$ cat config.mk
export PLATFORM = sky130hd
export DESIGN_NAME = mtimer_multi
export DESIGN_NICKNAME = d
export VERILOG_FILES = /design/src/rtl/mtimer_multi.sv
export SDC_FILE = /design/constraint.sdc
export NUM_CORES = 1
export LEC_CHECK = 0
export ABC_CLOCK_PERIOD_IN_PS = 7030
export CAP_MARGIN = 0
export CORE_ASPECT_RATIO = 0.9
export CORE_MARGIN = 2
export CORE_UTILIZATION = 60
export DETAILED_ROUTE_END_ITERATION = 8
export GPL_ROUTABILITY_DRIVEN = 0
export GPL_TIMING_DRIVEN = 0
export HOLD_SLACK_MARGIN = 0.12
export PLACE_DENSITY = 0.8
export SLEW_MARGIN = 25
export SYNTH_ARGS = -nofsm -noshare
export SYNTH_HDL_FRONTEND = slang
export SYNTH_SLANG_ARGS = --single-unit
$ cat constraint.sdc
create_clock -name clk -period 7.03 [get_ports clk]
set_clock_uncertainty 0.15 [all_clocks]
set_input_delay 1.406 -clock clk [delete_from_list [all_inputs] [get_ports clk]]
set_output_delay 1.406 -clock clk [all_outputs]
set_load 0.02 [all_outputs]
$ cat src/rtl/mtimer_multi.sv
// Machine timer: one 64-bit mtime counter with a programmable prescaler and
// N_CMP mtimecmp comparators, each driving a registered mtip line.
module mtimer_multi #(
    parameter int          XLEN       = 32,
    parameter int          N_CMP      = 2,
    parameter int          PRESCALE_W = 8,
    parameter logic [31:0] BASE_ADDR  = 32'h0000_8004
) (
    input  logic             clk,
    input  logic             rst_n,
    input  logic             wr_en,
    input  logic             rd_en,
    input  logic [31:0]      addr,
    input  logic [XLEN-1:0]  wdata,
    output logic [XLEN-1:0]  rdata,
    output logic             rvalid,
    output logic             addr_err,
    output logic [N_CMP-1:0] mtip
);

    // Access protocol: wr_en/rd_en are single-cycle strobes with no backpressure.
    // A write commits at the sampling edge; a read returns the pre-write value
    // on rdata with rvalid exactly one cycle later; rdata is 0 whenever rvalid is 0.

    localparam logic [29:0] CTRL_IDX = 30'(2 + 2 * N_CMP);

    logic [63:0]           mtime;
    logic [63:0]           mtimecmp [N_CMP];
    logic [31:0]           shadow;
    logic [PRESCALE_W-1:0] pc;
    logic                  ctrl_en;
    logic [PRESCALE_W-1:0] ctrl_div;

    logic [31:0]     off;
    logic [29:0]     word_idx;
    logic            mapped;
    logic            wr_mtime_lo;
    logic            wr_mtime_hi;
    logic            rd_mtime_lo;
    logic            wr_ctrl;
    logic            tick;
    logic [XLEN-1:0] ctrl_val;
    logic [XLEN-1:0] rd_mux;

    assign off         = addr - BASE_ADDR;
    assign word_idx    = off[31:2];
    assign mapped      = (off[1:0] == 2'b00) && (word_idx <= CTRL_IDX);
    assign wr_mtime_lo = wr_en && mapped && (word_idx == 30'd0);
    assign wr_mtime_hi = wr_en && mapped && (word_idx == 30'd1);
    assign rd_mtime_lo = rd_en && mapped && (word_idx == 30'd0);
    assign wr_ctrl     = wr_en && mapped && (word_idx == CTRL_IDX);
    assign tick        = ctrl_en && (pc == ctrl_div);
    assign ctrl_val    = XLEN'(ctrl_en) | (XLEN'(ctrl_div) << 8);

    always_comb begin
        rd_mux = '0;
        if (word_idx == 30'd0) begin
            rd_mux = mtime[31:0];
        end else if (word_idx == 30'd1) begin
            rd_mux = shadow;
        end else if (word_idx == CTRL_IDX) begin
            rd_mux = ctrl_val;
        end else begin
            for (int i = 0; i < N_CMP; i++) begin
                if (word_idx == 30'(2 + 2 * i)) rd_mux = mtimecmp[i][31:0];
                if (word_idx == 30'(3 + 2 * i)) rd_mux = mtimecmp[i][63:32];
            end
        end
    end

    always_ff @(posedge clk or negedge rst_n) begin
        if (!rst_n) begin
            mtime    <= '0;
            shadow   <= '0;
            pc       <= '0;
            ctrl_en  <= 1'b1;
            ctrl_div <= '0;
            mtip     <= '0;
            rdata    <= '0;
            rvalid   <= 1'b0;
            addr_err <= 1'b0;
            for (int i = 0; i < N_CMP; i++) mtimecmp[i] <= '1;
        end else begin
            // The tick uses the prescaler settings in force before a CTRL write.
            if (wr_ctrl) begin
                pc <= '0;
            end else if (ctrl_en) begin
                pc <= tick ? '0 : pc + 1'b1;
            end

            // A software write to either half wins over a same-cycle tick.
            if (wr_mtime_lo) begin
                mtime[31:0] <= wdata;
            end else if (wr_mtime_hi) begin
                mtime[63:32] <= wdata;
            end else if (tick) begin
                mtime <= mtime + 64'd1;
            end

            if (wr_mtime_hi) begin
                shadow <= wdata;
            end else if (rd_mtime_lo) begin
                shadow <= mtime[63:32];
            end

            if (wr_ctrl) begin
                ctrl_en  <= wdata[0];
                ctrl_div <= wdata[8 +: PRESCALE_W];
            end

            for (int i = 0; i < N_CMP; i++) begin
                if (wr_en && mapped && (word_idx == 30'(2 + 2 * i)))
                    mtimecmp[i][31:0] <= wdata;
                if (wr_en && mapped && (word_idx == 30'(3 + 2 * i)))
                    mtimecmp[i][63:32] <= wdata;
                mtip[i] <= (mtime >= mtimecmp[i]);
            end

            rvalid   <= rd_en;
            rdata    <= (rd_en && mapped) ? rd_mux : '0;
            addr_err <= (rd_en || wr_en) && !mapped;
        end
    end

endmodule

==> results_dict.tcl <==
set metrics [dict create \
    slew_headroom 0.185 \
    yosys.area_share.xor_xnor 0.0192 \
    synthSimpleGateAreaFrac 0.184 \
    place_area_um2 19900 \
    grt_first_pass_wirelength_mm 97.7 \
    grt_max_degree 83 \
    drv_cap 0 \
    synth_edf_count 0 \
    cts.sinks 277 \
    antenna_left 0 \
    rows 60 \
    path_max_fanout 10 \
    synth-adder-area-share 0.0918 \
    cts_tree "yes" \
    synthArstFlopShare 1.00 \
    yosys.area.top_type "dfrtp_1" \
    ys_ff_latch 277 \
    design_area_um2 20800 \
    worstSkewPairLatency_ns 0.59 \
    p_total_w 0.00346 \
    yosysMostFrequentCell "a21oi_1" \
    muxShareOfSynthArea 0.0786 \
    crit_path_end_kind "register" \
    core-area_um2 30000 \
    pin_count 104 \
    period_minus_slack_ns 5.90 \
    syn_inst 2032 \
    tightestPinTransition_ns 1.22 \
    nets 2369 \
    hold_violations 0 \
    min_from "mtimecmp[123]" \
    syn_area_um2 18300 \
    syn_nets 2234 \
    p_per_area_nw_per_um2 166 \
    instances_no_fill 2595 \
    drc 0 \
    synth_top_family_by_area "simple AND/OR/NAND/NOR gates" \
    slew_violations 0 \
    hold_ws_ns 0.349 \
    cts_buffers 30 \
    netlist_top_cells_area "dfrtp_1 (20%), dfstp_2 (19%), ha_1 (9.2%), mux2_2 (5.8%), a21oi_1 (5.5%)" \
    seq_area_frac_synth 0.388 \
    drtPass1Iterations 9 \
    start_util 0.610 \
    die-area_um2 31900 \
    ys_types 80 \
    cts_root_buf "clkbuf_16" \
    synth.top_cell.area_share 0.203 \
    synthTopCellsByCount "a21oi_1 (202), nor2_1 (164), dfrtp_1 (148), nand2_1 (148), inv_1 (144)" \
    ys.flop_type "dfrtp_1" \
    setup_viol 0 \
    layout-drive-gt1-share 0.155 \
    rsz0062_at_grt "no" \
    place_ws_ns 0.853 \
    syn_avg_cell_area_um2 8.99 \
    dr.first_iter.drc_count 3115 \
    vdd_drop_max_mv 0.168 \
    worstPathArrival_ns 6.17 \
    ctsHtreeMaxLevel 1 \
    cts_buffer_depth 3 \
    yosysWarnings 0 \
    crit_type "in2reg" \
    via_per_inst 6.85 \
    run_status "finished clean" \
    ctsResizeCount 0 \
    wl_per_cell_um 24.9 \
    io_buffers 100 \
    track_usage 0.400 \
    synth_compound_area_frac 0.181 \
    placedCellCount 2538 \
    hpwl_mm 48.0 \
    required_ns 7.29 \
    timing.final.crit_share 0.840 \
    die_h_um 170 \
    grt_pass1_vias 16800 \
    min_path_type "reg2reg" \
    antenna_found_initial 0 \
    p_leak_nw 8.69 \
    post-cts-setup-buffer-count 0 \
    cts-hold-fix-buffers 0 \
    crit_path_start "addr[9]" \
    area_delta_synth_final_pct 14.1 \
    setup_ws_ns 1.13 \
    die_w_um 188 \
    overflow 0 \
    regToRegStartpoint "mtime[5]" \
    start_kind "primary input" \
    wirelength_mm 64.6 \
    fmax_mhz 169 \
    via_count 17800 \
    clkTransAtPathRegs_ns 0.06 \
]
## sequential cells by signal (all words and copies together) (netlist names)
name      cells
shadow       32
addr_err      1
rvalid        1
mtimecmp    128
mtip          2
mtime        64
pc            8
rdata        32
ctrl_en       1
ctrl_div      8
## power by group
| part | total (W) | internal (W) | switching, W |
|---|---|---|---|
| Sequential | 0.00162 | 0.00160 | 0.0000162 |
| Clock | 0.00159 | 0.000885 | 0.000702 |
| Combinational | 0.000253 | 0.0000858 | 0.000167 |
## worst paths after layout
check	cells after the start	end	slack, ns
min reg2reg	2	mtimecmp[123]	0.35
max	13	shadow[5]	1.13
min	2	mtimecmp[123]	0.35
max in group asynchronous	3	mtimecmp[117]	4.98
max reg2reg	10	mtime[59]	2.76
min in group asynchronous	1	mtime[60]	0.59
## cells in the final DEF (no fill, tap or decap), types with 12 or more instances in the layout
master	synthesis	final
ha_1	134	134
o31ai_1	15	15
a211oi_1	19	19
nand4_1	60	60
clkbuf_16	0	30
or3_1	22	22
nor3_1	67	66
inv_1	144	144
nor2b_1	12	12
a22o_1	22	22
clkdlybuf4s50_1	0	99
a21oi_1	202	202
buf_2	25	25
a21o_1	45	45
and3_1	32	32
mux2_2	94	94
mux2i_1	31	31
nor4_1	24	24
nand2_1	148	148
nand3_1	51	51
dfrtp_1	148	148
dfstp_2	129	129
o21ai_0	120	120
a221oi_1	33	33
nor2_1	164	164
xnor2_1	28	28
clkbuf_1	82	85
xor2_1	12	12
or4_1	13	13
## metrics by stage
step | utilization | setup TNS (ns)
final | 0.696 | 0
after global routing | 0.696 | 0
after CTS | 0.696 | 0
after detailed placement | 0.663 | 0
after global placement | 0.660 | -1521.90
after floorplan | - | 0
## critical path, cell delays in order
cell and delay [ns]:
clkdlybuf4s50_1 0.42, or4_4 0.57, or3_1 0.31, buf_2 0.17
o21ai_2 0.30, nand2_1 0.09, a22oi_1 0.44, nor3_1 0.17
nand4b_2 0.29, clkbuf_1 0.69, clkbuf_1 0.57, clkbuf_1 0.58
a21oi_1 0.16
## cell families after synthesis
family                   count (synthesis)
XOR/XNOR                                40
AND/OR/NAND/NOR                        660
multiplexers                           131
AO/OA/AOI/OAI                          532
flip-flops                             277
adder cells (fa/ha/maj)                134
buffers and inverters                  258
## layout make-up
class                           count  area [um^2]
Timing Repair Buffer              103         1090
Sequential cell                   277         7090
Inverter                          144          541
Multi-Input combinational cell   1497        10100
Antenna cell                        1         2.50
Clock buffer                       39          845
Tap cell                          403          504
Fill cell                        2298         9110
Buffer                            114          489
Clock inverter                     17          134
## metal layers
| metal | track usage | share of wire | up-vias |
|---|---|---|---|
| met1 | 0.529 | 0.37 | 8430 |
| met2 | 0.598 | 0.42 | 1400 |
| met3 | 0.142 | 0.16 | 290 |
| met4 | 0.165 | 0.052 | 2 |
| li1 | - | - | 7653 |
| met5 | 0.0154 | 0.00088 | - |
Note: power is estimated with default switching activity, not from simulation.
